[config.mk]
export PLATFORM = sky130hd
export DESIGN_NAME = lz77_enc_ctrl
export DESIGN_NICKNAME = d
export VERILOG_FILES = /design/src/rtl/lz77_enc_ctrl_pkg.sv /design/src/rtl/lz77_enc_ctrl_best_match.sv /design/src/rtl/lz77_enc_ctrl.sv
export SDC_FILE = /design/constraint.sdc
export NUM_CORES = 1
export LEC_CHECK = 0
export CAP_MARGIN = 25
export CORE_MARGIN = 2
export CORE_UTILIZATION = 54
export CTS_CLUSTER_DIAMETER = 150
export DETAILED_ROUTE_END_ITERATION = 6
export GPL_ROUTABILITY_DRIVEN = 0
export PLACE_DENSITY_LB_ADDON = 0.1
export SLEW_MARGIN = 5
export SYNTH_ARGS = -nofsm -noshare
export SYNTH_HDL_FRONTEND = slang
export SYNTH_HIERARCHICAL = 1
export SYNTH_SLANG_ARGS = --single-unit
[constraint.sdc]
create_clock -name clk -period 21.4 [get_ports clk]
set_input_delay 3.21 -clock clk [delete_from_list [all_inputs] [get_ports clk]]
set_output_delay 3.21 -clock clk [all_outputs]
set_load 0.01 [all_outputs]
[src/rtl/lz77_enc_ctrl_pkg.sv]
// lz77_pkg: shared types and defaults for the LZ77 encoder controller.
// The token struct is sized for the default index width (TOK_IDX_W).
package lz77_pkg;

    localparam int unsigned SB_LEN    = 9;
    localparam int unsigned MAX_MATCH = 7;
    localparam int unsigned OFF_W     = 4;
    localparam int unsigned LEN_W     = 3;
    localparam int unsigned TOK_IDX_W = 12;

    typedef enum logic [2:0] {
        ST_IDLE,
        ST_LOAD,
        ST_SEARCH,
        ST_EMIT,
        ST_DONE
    } state_t;

    typedef struct packed {
        logic [OFF_W-1:0]     offset;
        logic [LEN_W-1:0]     len;
        logic [TOK_IDX_W-1:0] char_idx;
    } token_t;

endpackage

[src/rtl/lz77_enc_ctrl_best_match.sv]
// lz77_best_match: registered best (len, d) for the current look-ahead
// position. Clips the comparator length to the characters remaining and to
// MAX_MATCH, and replaces the best only on a strictly longer match so that
// ties keep the smaller distance. Next-state values are exported so the
// controller can capture the final token on the last probe cycle.
module lz77_best_match #(
    parameter int unsigned IDX_W     = 12,
    parameter int unsigned LEN_W     = 3,
    parameter int unsigned MAX_MATCH = 7
) (
    input  logic             clk,
    input  logic             reset,
    input  logic             i_clear,
    input  logic             i_update,
    input  logic [LEN_W-1:0] i_probe_len,
    input  logic [IDX_W-1:0] i_avail,
    input  logic [IDX_W-1:0] i_d,
    output logic [LEN_W-1:0] o_clip_len,
    output logic [LEN_W-1:0] o_len_nxt,
    output logic [IDX_W-1:0] o_d_nxt
);

    logic [LEN_W-1:0] r_len;
    logic [IDX_W-1:0] r_d;
    logic [IDX_W-1:0] w_cap;
    logic [IDX_W-1:0] w_probe_ext;
    logic [LEN_W-1:0] w_clip;
    logic             w_better;

    assign w_cap       = (i_avail < IDX_W'(MAX_MATCH)) ? i_avail : IDX_W'(MAX_MATCH);
    assign w_probe_ext = {{(IDX_W-LEN_W){1'b0}}, i_probe_len};
    assign w_clip      = (w_cap < w_probe_ext) ? w_cap[LEN_W-1:0] : i_probe_len;
    assign w_better    = i_update && (w_clip > r_len);
    assign o_clip_len  = w_clip;

    // Next best: clear wins, otherwise a strictly longer clipped match replaces it.
    always_comb begin
        o_len_nxt = r_len;
        o_d_nxt   = r_d;
        if (i_clear) begin
            o_len_nxt = '0;
            o_d_nxt   = '0;
        end else if (w_better) begin
            o_len_nxt = w_clip;
            o_d_nxt   = i_d;
        end
    end

    // Best-match register.
    always_ff @(posedge clk) begin
        if (reset) begin
            r_len <= '0;
            r_d   <= '0;
        end else begin
            r_len <= o_len_nxt;
            r_d   <= o_d_nxt;
        end
    end

endmodule

[src/rtl/lz77_enc_ctrl.sv]
// lz77_enc_ctrl: sequencing controller for the LZ77 encoder datapath.
// Loads the string into the external buffer, walks the look-ahead pointer,
// probes one candidate distance per cycle and emits (offset, len, char_idx)
// tokens, pulsing finish after the last one.
// Optional macro LZ77_EARLY_EXIT_EN: stop searching on the first probe that
// reaches the longest achievable length (tokens unchanged, fewer cycles).
module lz77_enc_ctrl #(
    parameter int unsigned SB_LEN    = lz77_pkg::SB_LEN,
    parameter int unsigned MAX_MATCH = lz77_pkg::MAX_MATCH,
    parameter int unsigned IDX_W     = lz77_pkg::TOK_IDX_W,
    parameter int unsigned MAX_LEN   = 2049
) (
    input  logic             clk,
    input  logic             reset,
    input  logic             in_valid,
    output logic             in_ready,
    input  logic             in_last,
    output logic             buf_we,
    output logic [IDX_W-1:0] buf_waddr,
    output logic [IDX_W-1:0] probe_sb,
    output logic [IDX_W-1:0] probe_lb,
    output logic             probe_valid,
    input  logic [2:0]       probe_len,
    output logic             tok_valid,
    input  logic             tok_ready,
    output logic [3:0]       tok_offset,
    output logic [2:0]       tok_match_len,
    output logic [IDX_W-1:0] tok_char_idx,
    output logic             finish
);

    import lz77_pkg::*;

    state_t           r_state;
    state_t           w_state_nxt;
    logic [IDX_W-1:0] r_n;
    logic [IDX_W-1:0] r_lb;
    logic [IDX_W-1:0] r_d;
    token_t           r_tok;

    logic             w_accept;
    logic [IDX_W-1:0] w_n_inc;
    logic [IDX_W-1:0] w_lim;
    logic [IDX_W-1:0] w_avail;
    logic             w_probe_on;
    logic             w_last_d;
    logic             w_hit;
    logic             w_search_end;
    logic             w_tok_hs;
    logic [IDX_W-1:0] w_lb_adv;
    logic             w_best_clear;
    logic [LEN_W-1:0] w_clip_len;
    logic [LEN_W-1:0] w_len_nxt;
    logic [IDX_W-1:0] w_d_nxt;

    assign in_ready     = ~reset && (r_state == ST_IDLE || r_state == ST_LOAD);
    assign w_accept     = in_valid && in_ready;
    assign buf_we       = w_accept;
    assign buf_waddr    = (r_state == ST_LOAD) ? r_n : '0;

    assign w_n_inc      = r_n + IDX_W'(1);
    assign w_lim        = (r_lb < IDX_W'(SB_LEN)) ? r_lb : IDX_W'(SB_LEN);
    assign w_avail      = r_n - IDX_W'(1) - r_lb;
    assign w_probe_on   = (r_state == ST_SEARCH) && (r_lb != '0);
    assign w_last_d     = (r_d == w_lim);

`ifdef LZ77_EARLY_EXIT_EN
    logic [LEN_W-1:0] w_target;
    assign w_target = (w_avail < IDX_W'(MAX_MATCH)) ? w_avail[LEN_W-1:0] : LEN_W'(MAX_MATCH);
    assign w_hit    = w_probe_on && (w_clip_len == w_target);
`else
    assign w_hit    = 1'b0;
`endif

    assign w_search_end = (r_state == ST_SEARCH) && ((r_lb == '0) || w_last_d || w_hit);
    assign w_tok_hs     = (r_state == ST_EMIT) && tok_ready;
    assign w_lb_adv     = r_lb + IDX_W'(r_tok.len) + IDX_W'(1);
    assign w_best_clear = (r_state != ST_SEARCH);

    assign probe_valid  = w_probe_on;
    assign probe_sb     = w_probe_on ? (r_lb - r_d) : '0;
    assign probe_lb     = (r_state == ST_SEARCH) ? r_lb : '0;

    assign tok_valid     = (r_state == ST_EMIT);
    assign tok_offset    = r_tok.offset;
    assign tok_match_len = r_tok.len;
    assign tok_char_idx  = IDX_W'(r_tok.char_idx);
    assign finish        = (r_state == ST_DONE);

    lz77_best_match #(
        .IDX_W     (IDX_W),
        .LEN_W     (LEN_W),
        .MAX_MATCH (MAX_MATCH)
    ) u_best (
        .clk         (clk),
        .reset       (reset),
        .i_clear     (w_best_clear),
        .i_update    (w_probe_on),
        .i_probe_len (probe_len),
        .i_avail     (w_avail),
        .i_d         (r_d),
        .o_clip_len  (w_clip_len),
        .o_len_nxt   (w_len_nxt),
        .o_d_nxt     (w_d_nxt)
    );

    // State register.
    always_ff @(posedge clk) begin
        if (reset) begin
            r_state <= ST_IDLE;
        end else begin
            r_state <= w_state_nxt;
        end
    end

    // Next-state decode.
    always_comb begin
        w_state_nxt = r_state;
        case (r_state)
            ST_IDLE: begin
                if (w_accept) begin
                    w_state_nxt = (in_last || MAX_LEN == 1) ? ST_SEARCH : ST_LOAD;
                end
            end
            ST_LOAD: begin
                if (w_accept && (in_last || w_n_inc == IDX_W'(MAX_LEN))) begin
                    w_state_nxt = ST_SEARCH;
                end
            end
            ST_SEARCH: begin
                if (w_search_end) begin
                    w_state_nxt = ST_EMIT;
                end
            end
            ST_EMIT: begin
                if (w_tok_hs) begin
                    w_state_nxt = (w_lb_adv >= r_n) ? ST_DONE : ST_SEARCH;
                end
            end
            ST_DONE: begin
                w_state_nxt = ST_IDLE;
            end
            default: begin
                w_state_nxt = ST_IDLE;
            end
        endcase
    end

    // Length, pointers, probe distance and the registered token.
    always_ff @(posedge clk) begin
        if (reset) begin
            r_n   <= '0;
            r_lb  <= '0;
            r_d   <= IDX_W'(1);
            r_tok <= '0;
        end else begin
            case (r_state)
                ST_IDLE: begin
                    r_lb <= '0;
                    r_d  <= IDX_W'(1);
                    if (w_accept) begin
                        r_n <= IDX_W'(1);
                    end
                end
                ST_LOAD: begin
                    r_lb <= '0;
                    r_d  <= IDX_W'(1);
                    if (w_accept) begin
                        r_n <= w_n_inc;
                    end
                end
                ST_SEARCH: begin
                    if (w_search_end) begin
                        r_tok.len      <= w_len_nxt;
                        r_tok.offset   <= (w_len_nxt != '0) ? OFF_W'(w_d_nxt - IDX_W'(1)) : '0;
                        r_tok.char_idx <= TOK_IDX_W'(r_lb + IDX_W'(w_len_nxt));
                    end else begin
                        r_d <= r_d + IDX_W'(1);
                    end
                end
                ST_EMIT: begin
                    if (w_tok_hs) begin
                        r_lb <= w_lb_adv;
                        r_d  <= IDX_W'(1);
                    end
                end
                ST_DONE: begin
                    r_n  <= '0;
                    r_lb <= '0;
                end
                default: begin
                    r_n <= '0;
                end
            endcase
        end
    end

endmodule
==> summary.md, run 1 <==
| Metric | Value |
|---|---|
| Layout Nets | `~850` |
| Worst setup EP type | `register` |
| Most common cell after layout, fill and taps aside | `nor2_1` |
| Clock Latency Late Sink | `roughly 360 ps` |
| Leakage | `about 2.4 nW` |
| Clock tree buffer depth | `2` |
| Total power density per cell area | `roughly 67 nW/um^2` |
| Max IR drop VDD | `approximately 44 uV` |
| Drt total wl | `about 16000 um` |
| Worst-Margin Slew | `about 850 ps` |
| Status | `completed` |
| Max cap viols | `0` |
| Final Hold Vio Count | `0` |
| Antenna Cells | `0` |
| Htree depth | `3` |
| Slew headroom | `a little over two fifths` |
| Die Y | `107 um` |
| IO Port Bufs | `67` |
| Cell at the slowest stage of the critical path | `dfxtp_1` |
| CTS tree | `yes` |
| Placeable Area | `roughly 10000 sq um` |
| Final period util | `roughly 39%` |
| Fill count | `between 900 and 1000` |
| Fin crit period | `8360 ps` |
| Largest net degree at the start of global routing | `56` |
| Crit path top cell by count | `ha_1` |
| FF+latch area | `around 1300 sq um` |
| Clk_skew | `around 14 ps` |
| Share of layout cells above drive strength 1 | `roughly 7.3%` |
| HPWL Detailed | `~12000 um` |
| DRC Markers | `0` |
| Worst-path clk slew | `90 ps` |
| Synth Area per Inst | `7.75 sq um` |
| CTS sink cnt | `between 60 and 70` |
| Startpoint class of the critical path | `register` |
| CTS root buf | `clkbuf_8` |
| Post-CTS Repair Setup Buffers | `0` |
| Synth Instances | `about 740` |
| Die width | `around 110 um` |
| Final Max Tran Viols | `0` |
| # hold bufs at CTS | `0` |
| Standard-cell row count | `37` |
| Initial DRC Count | `between 300 and 400` |
| CP max FO | `12` |
| Cts repair resizes | `0` |
| YS warnings | `6` |
| Die Area | `between 10000 and 15000 sq um` |
| Syn_nets | `roughly 800` |
| Setup TNS | `0 ps` |
| Global-route wire length before repair | `~26000 um` |
| Setup CP Type | `reg -> reg` |
| Detailed Routing Iterations Pass 1 | `7` |
| Drt wl/cell | `~17 um` |
| Initial antenna violation count | `0` |
| IO Pins | `68` |
| GRT Overall Usage | `~28%` |
| Area occupied by multi-input gates | `between 3000 and 4000 sq um` |
| Synthesized cell area | `~5700 sq um` |
| CP max stage delay | `approximately 540 ps` |
| Grt total ovfl | `0` |
| PnR Total Power | `about 0.44 mW` |
| Number of global-route vias before repair | `approximately 5300` |
| Fmax | `between 100 and 150 MHz` |
| Critical Path AT | `between 8000 and 9000 ps` |
| Routed vias | `around 5500` |
| Most frequent cells in the layout | `nor2_1 (103), clkdlybuf4s50_1 (66), dfxtp_1 (65), inv_1 (53), ha_1 (48)` |
| Critical Path RT | `between 20000 and 25000 ps` |
| RSZ-0062 raised after global routing | `no` |
| Min-delay worst type | `reg -> reg` |
| Via-to-Cell Ratio | `~6` |
| Final antenna-violating net count | `0` |
| Worst hold slack | `approximately 470 ps` |
| CTS buffer count | `9` |
| P&R area growth vs syn | `14.8%` |
| Initial core utilization | `between 50% and 60%` |
| Setup violators final | `0` |
[final timing paths]
kind,from,slack [ps],endpoint,cells after the start
min,u_best/r_d[3],470,u_best/r_d[3],2
min reg2reg,u_best/r_d[3],470,u_best/r_d[3],2
max reg2reg,r_lb[1],13040,tok_char_idx[8],31
max,r_lb[1],13040,tok_char_idx[8],31
[sequential cells by signal, indices dropped and copies added (netlist names)]
signal,flops
tok_offset,4
r_lb,12
u_best/r_d,4
r_d,12
u_best/r_len,3
tok_match_len,3
r_n,12
tok_char_idx,12
r_state,3
[metal layers]
| metal | wire, um | track usage, % | share of wire (%) | up-vias |
|---|---|---|---|---|
| li1 | - | - | - | 2705 |
| met3 | 995 | 4.38 | 6.4 | 35 |
| met5 | 0 | 0 | 0 | - |
| met4 | 409 | 11.0 | 2.6 | 0 |
| met1 | 6870 | 36.8 | 44 | 2575 |
| met2 | 7280 | 46.4 | 47 | 229 |
[power breakdown]
group          internal (mW)  switching, mW  total (mW)
registers              0.131         0.0128       0.144
clock network         0.0692         0.0556       0.125
logic                 0.0734         0.0995       0.173
total                  0.273          0.168       0.441
[critical path: cells and delay by family, from the launching register on]
| kind | cells | cell delay [ps] |
|---|---|---|
| fa+ha+maj | 4 | 1420 |
| buf+inv | 2 | 350 |
| mux | 1 | 420 |
| simple gates | 12 | 3090 |
| xor+xnor | 2 | 210 |
| compound gates | 10 | 2220 |
| flops | 1 | 540 |
[cell type report]
type / count / area share, %
Clock buffer: 10 / 2.09
Sequential cell: 65 / 19.7
Tap cell: 136 / 2.58
Inverter: 55 / 3.13
Multi-Input combinational cell: 584 / 60.5
Clock inverter: 6 / 1.37
Timing Repair Buffer: 70 / 10.6
[stage by stage]
stage               instances  utilization (%)  cell area (sq um)  worst slack, ps
floorplan                 741                -               5740            14070
global placement          909             61.5               6350            13100
detailed placement        910             61.6               6360            12940
CTS                       926             63.8               6590            13060
global route              926             63.8               6590            12400
finish                    926             63.8               6590            13040
(Power assumes the default switching activity.)
==> run 2: changes to the inputs <==
clock period = 7.92 ns   (was 21.4 ns; I/O delays follow)
==> summary.md, run 2 (synthesized netlist as in run 1, its figures left out) <==
| Metric | Value |
|---|---|
| Die Y | `107 um (unchanged)` |
| IO Pins | `68 (unchanged)` |
| Final antenna-violating net count | `0 (unchanged)` |
| Initial DRC Count | `388 (was 345)` |
| Area occupied by multi-input gates | `4010 sq um (was 3990 sq um)` |
| Max cap viols | `0 (unchanged)` |
| Net Sw Frac | `39.5% (was 38.1%)` |
| Final Hold Vio Count | `0 (unchanged)` |
| RR Startpoint | `r_lb[0] (was r_lb[1])` |
| Worst-Margin Slew | `946 ps (was 848 ps)` |
| Layout Nets | `852 (was 845)` |
| Max layer used | `met4 (unchanged)` |
| P&R area growth vs syn | `15.0% (was 14.8%)` |
| IO Port Bufs | `67 (unchanged)` |
| HPWL Detailed | `11900 um (was 11800 um)` |
| Most common cell after layout, fill and taps aside | `nor2_1 (unchanged)` |
| CTS buffer count | `9 (unchanged)` |
| Final Max Tran Viols | `0 (unchanged)` |
| Hold Startpoint | `u_best/r_d[1] (was u_best/r_d[3])` |
| Grt total ovfl | `0 (unchanged)` |
| R2R depth | `32 (was 31)` |
| Slew headroom | `36.9% (was 43.4%)` |
| Drt wl/cell | `16.9 um (was 16.8 um)` |
| Htree depth | `3 (unchanged)` |
| Setup ws final | `463 ps (was 13040 ps)` |
| Critical Path RT | `8180 ps (was 21680 ps)` |
| Met2 WL | `7600 um (was 7280 um)` |
| Startpoint class of the critical path | `register (unchanged)` |
| Die Area | `11500 sq um (unchanged)` |
| RSZ-0062 raised after global routing | `no (unchanged)` |
| Power Internal | `0.674 mW (was 0.273 mW)` |
| CP max stage delay | `410 ps (was 540 ps)` |
| CTS root buf | `clkbuf_8 (unchanged)` |
| Clk_skew | `16.0 ps (was 14.2 ps)` |
| Max IR drop VDD | `158 uV (was 43.7 uV)` |
| Global-route wire length before repair | `25600 um (was 26000 um)` |
| Worst-path clk slew | `80 ps (was 90 ps)` |
| Share of layout cells above drive strength 1 | `8.30% (was 7.34%)` |
| Via-to-Cell Ratio | `5.93 (was 5.99)` |
| Initial antenna violation count | `0 (unchanged)` |
| Clock power share | `23.7% (was 28.3%)` |
| Min-delay worst type | `reg -> reg (unchanged)` |
| Fmax | `134 MHz (was 120 MHz)` |
| WL met3 | `844 um (was 995 um)` |
| Critical Path AT | `7720 ps (was 8640 ps)` |
| Post-Route M1 WL | `7060 um (was 6870 um)` |
| Number of global-route vias before repair | `5074 (was 5339)` |
| # hold bufs at CTS | `0 (unchanged)` |
| Psw | `0.439 mW (was 0.168 mW)` |
| Detailed Routing Iterations Pass 1 | `5 (was 7)` |
| Final period util | `94.2% (was 39.1%)` |
| Clock tree buffer depth | `2 (unchanged)` |
| Leakage | `2.41 nW (was 2.40 nW)` |
| Status | `completed (unchanged)` |
| CP max FO | `11 (was 12)` |
| Combinational fraction of design power | `41.4% (was 39.2%)` |
| Routed vias | `5524 (was 5544)` |
| Antenna Cells | `0 (unchanged)` |
| Setup violators final | `0 (unchanged)` |
| Hold Path Cell Cnt | `2 (unchanged)` |
| DRC Markers | `0 (unchanged)` |
| Setup TNS | `0 ps (unchanged)` |
| Total power density per cell area | `169 nW/um^2 (was 67.0 nW/um^2)` |
| Seq pwr share | `34.9% (was 32.5%)` |
| Clock Latency Late Sink | `340 ps (was 360 ps)` |
| GRT Overall Usage | `27.8% (was 28.1%)` |
| Fin crit period | `7460 ps (was 8360 ps)` |
| Post-Place Setup Slack | `204 ps (was 12940 ps)` |
| Crit path top cell by count | `ha_1 (unchanged)` |
| FF+latch area | `1300 sq um (unchanged)` |
| Initial core utilization | `55.6% (unchanged)` |
| Worst setup EP type | `register (unchanged)` |
| Standard-cell row count | `37 (unchanged)` |
| Largest net degree at the start of global routing | `56 (unchanged)` |
| Most frequent cells in the layout | `nor2_1 (103), clkdlybuf4s50_1 (66), dfxtp_1 (65), inv_1 (53), ha_1 (48) (unchanged)` |
| Placeable Area | `10300 sq um (unchanged)` |
| Setup CP Type | `reg -> reg (unchanged)` |
| Drt total wl | `15800 um (was 15600 um)` |
| CTS tree | `yes (unchanged)` |
| Cell at the slowest stage of the critical path | `or3_1 (was dfxtp_1)` |
| Fill count | `928 (was 945)` |
| Die width | `107 um (unchanged)` |
| CTS sink cnt | `65 (unchanged)` |
| Crit. Startpoint | `r_lb[0] (was r_lb[1])` |
## run 2: final timing paths
kind / to / slack, ps
setup / recovery: tok_char_idx[10] / 460
hold reg to reg: u_best/r_d[1] / 470
setup reg to reg: tok_char_idx[10] / 460
hold / removal: u_best/r_d[1] / 470
## run 2: layout make-up
type                            instances  share of cell area, %
Multi-Input combinational cell        584                   60.8
Sequential cell                        65                   19.7
Timing Repair Buffer                   77                   11.2
Inverter                               55                   3.13
Tap cell                              136                   2.58
Clock buffer                           11                   2.29
Clock inverter                          3                  0.265
## run 2: power groups by stage
| stage | Clock [mW] | Combinational [mW] | Sequential (mW) |
|---|---|---|---|
| 6_report | 0.264 | 0.461 | 0.389 |
| 5_1_grt | 0.279 | 0.505 | 0.393 |
| 4_1_cts | 0.267 | 0.459 | 0.388 |
| 3_5_place_dp | 0 | 0.457 | 0.395 |
| 3_3_place_gp | 0 | 0.447 | 0.394 |
| 2_1_floorplan | 0 | 0.367 | 0.389 |
## run 2: repair_timing
item                                    4_1_cts  5_1_grt
endpoints found under the setup margin        0        4
endpoints found under the hold margin         0        0
buffers inserted                              0        2
gates resized for setup                       0        6
## run 2: layer usage
metal | track usage, % | vias up
met2 | 46.9 | 194
met5 | 0 | -
li1 | - | 2708
met4 | 7.61 | 0
met3 | 3.65 | 19
met1 | 37.2 | 2603
## run 2: critical path: cells and delay by family (launching register included)
kind                       cells  cell delay [ps]
and+or+nand+nor               10             2240
DFF                            1              400
xor gates and xnor gates       1               90
AOI/OAI and AO/OA             12             2320
muxes                          1              180
buffers and inverters          3              530
adders and majority gates      5             1590
## run 2: stage by stage
stage,utilization (%),instance area [sq um],cells,hold slack (ps),power [mW]
2_1_floorplan,-,5740,741,435,0.756
3_3_place_gp,61.9,6390,915,444,0.842
3_5_place_dp,61.9,6390,915,457,0.852
4_1_cts,63.6,6560,929,467,1.11
5_1_grt,63.9,6600,931,493,1.18
6_report,63.9,6600,931,472,1.11
==> variant, RTL diff (settings of run 2) <==
The 5 states of `state_t` get a one-hot encoding in 5 bits.
--- a/src/rtl/lz77_enc_ctrl_pkg.sv
+++ b/src/rtl/lz77_enc_ctrl_pkg.sv
@@ -9,10 +9,10 @@
     localparam int unsigned TOK_IDX_W = 12;
 
-    typedef enum logic [2:0] {
-        ST_IDLE,
-        ST_LOAD,
-        ST_SEARCH,
-        ST_EMIT,
-        ST_DONE
+    typedef enum logic [4:0] {
+        ST_IDLE   = 5'b00001,
+        ST_LOAD   = 5'b00010,
+        ST_SEARCH = 5'b00100,
+        ST_EMIT   = 5'b01000,
+        ST_DONE   = 5'b10000
     } state_t;
 
Check against the original RTL: no difference found for any inputs over 10 cycles, from zero or initial values and one cycle with reset high; not proved beyond that.
==> variant against run 2 <==
Routed wire length up 1.2%. Power up 14%. Utilization up 0.56 points. Area after synthesis down 0.26%. Die area down 0.25%. Setup slack worse by 34 ps. Final cell count up 1.6%. Design area up 0.87%. Sequential cell count up 2. Hold slack worse by 15 ps. Clock skew down 3.3 ps. Sequential share of layout area up 0.45 points. First-iteration DRC count up 32%.
==> variant: results (changes against run 2) <==
Finish:
- The total inserted antenna cells is 0 (unchanged).
- The final net count is 865 (+1.5%).
- The proportion of layout cells with a drive suffix above 1 was 6.667% (-1.6 points).
- The number of fill cells in the layout came to 949 (+2.3%).

Clocking:
- The total clock buffers created by CTS came to 9 (unchanged).
- The later-pin clock latency in the skew report is ~350 ps.
- Clock tree synthesis selected as its root buffer the cell sky130_fd_sc_hd__clkbuf_8.
- The deepest clock path buffer count is 2 (unchanged).
- The clock transition at the registers of the reported paths is 80 ps (about the same).
- The number of H-tree branching levels is 3 (unchanged).

GRT:
- The overall fraction of global-route tracks in use is 28.46% (+0.67 points).
- The wire length of the first global-routing pass is 25990 um (+1.5%).
- The initial antenna violation count is 0 (unchanged).
- The largest net degree at the start of global routing is 54 (-3.6%).
- The via count of the first global-routing pass is 5244 (+3.4%).

Drt:
- The via count came to 5691 (+3.0%).
- The first-pass iteration count of the detailed router is 5 (unchanged).
- The routed length per instance is 16.86 um (-0.43%).
- The count of routing violations after the opening detailed-route iteration is 511 (+32%).
- The overall routed net length is 15950 um (+1.2%).

Placement:
- The instance count after placement with tap cells included is 926 (+1.2%).
- The count of buffers from port buffering was 67 (unchanged).
- The post-place setup slack came to 157.5 ps (-46.43 ps).
- The detailed-placement wirelength estimate is 11920 um (+0.59%).

Synthesis:
- The yosys synthesis warning count is 6 (unchanged).
- The number of standard cells after synthesis came to 753 (+1.6%).
- The net count of the mapped netlist is 813 (+1.5%).

Setup path:
- The delay of the slowest critical-path stage came to 440 ps (+30 ps).
- The critical path data arrival time is 7710 ps (about the same).
- The biggest fanout along the worst timing path is 6 (-5).
- For this design, the slowest cell found on the critical path is sky130_fd_sc_hd__dfxtp_1.

Min path:
- The kind of path behind the tightest hold check is reg2reg.

Timing:
- The transition time at the pin with the least slew margin is 889.6 ps (-56.62 ps).
- The post-route clock skew was 12.72 ps (-3.301 ps).

Outcome:
- The flow ran to the end, and the final reports show no timing, DRC or antenna violations.

Power:
- The maximum resistive drop on vdd came to 136.3 uV (-14%).
- The static leakage is 2.404 nW (-0.34%).
variant: where the power goes:
group	internal (W)	leakage, nW	total, W	switching, W
combinational	0.000225	1.77	0.000590	0.000365
clock	0.000146	0.0906	0.000292	0.000146
sequential	0.000353	0.541	0.000383	0.0000297
total	0.000725	2.40	0.00127	0.000541
variant: per-layer routing:
metal	GRT usage (%)	vias up	wire (um)
met5	0	-	0
met4	10.30	0	435
li1	-	2737	-
met3	3.891	33	916
met1	40.48	2714	7607
met2	43.99	207	6989
variant: worst max-delay path, delay by kind of cell (launching register included):
kind                       cells  cell delay (ps)
muxes                          1              440
DFF                            1              440
buffers and inverters          2              310
adders and majority gates      5             1610
xor gates and xnor gates       1              150
and+or+nand+nor               11             2010
AOI/OAI and AO/OA             12             2400
variant: timing repair:
action | CTS | global route
setup buffers | 0 | 3
hold buffers | 0 | 0
resized for setup | 0 | 5
endpoints found under the setup margin | 0 | 9
variant: stage by stage:
| step | hold WS (ps) | area, um2 |
|---|---|---|
| 3_3_place_gp | 442.7 | 6400 |
| 4_1_cts | 462.1 | 6586 |
| 6_report | 457.4 | 6656 |
| 2_1_floorplan | 435.2 | 5725 |
| 3_5_place_dp | 450.1 | 6400 |
| 5_1_grt | 475.3 | 6656 |
variant: final timing paths:
kind              slack, ps               to     startpoint  cells past startpoint
hold / removal          460    u_best/r_d[3]  u_best/r_d[3]                      2
setup reg to reg        430  tok_char_idx[6]        r_lb[0]                     32
hold reg to reg         460    u_best/r_d[3]  u_best/r_d[3]                      2
setup / recovery        430  tok_char_idx[6]        r_lb[0]                     32
variant: cell type report:
| cell class | instances | area share [%] |
|---|---|---|
| clock inverter | 4 | 0.7707 |
| sequential | 67 | 20.17 |
| clock buffer | 12 | 2.030 |
| tap | 136 | 2.556 |
| inverter | 61 | 3.440 |
| timing repair buffer | 77 | 11.43 |
| multi-input combinational | 589 | 59.61 |
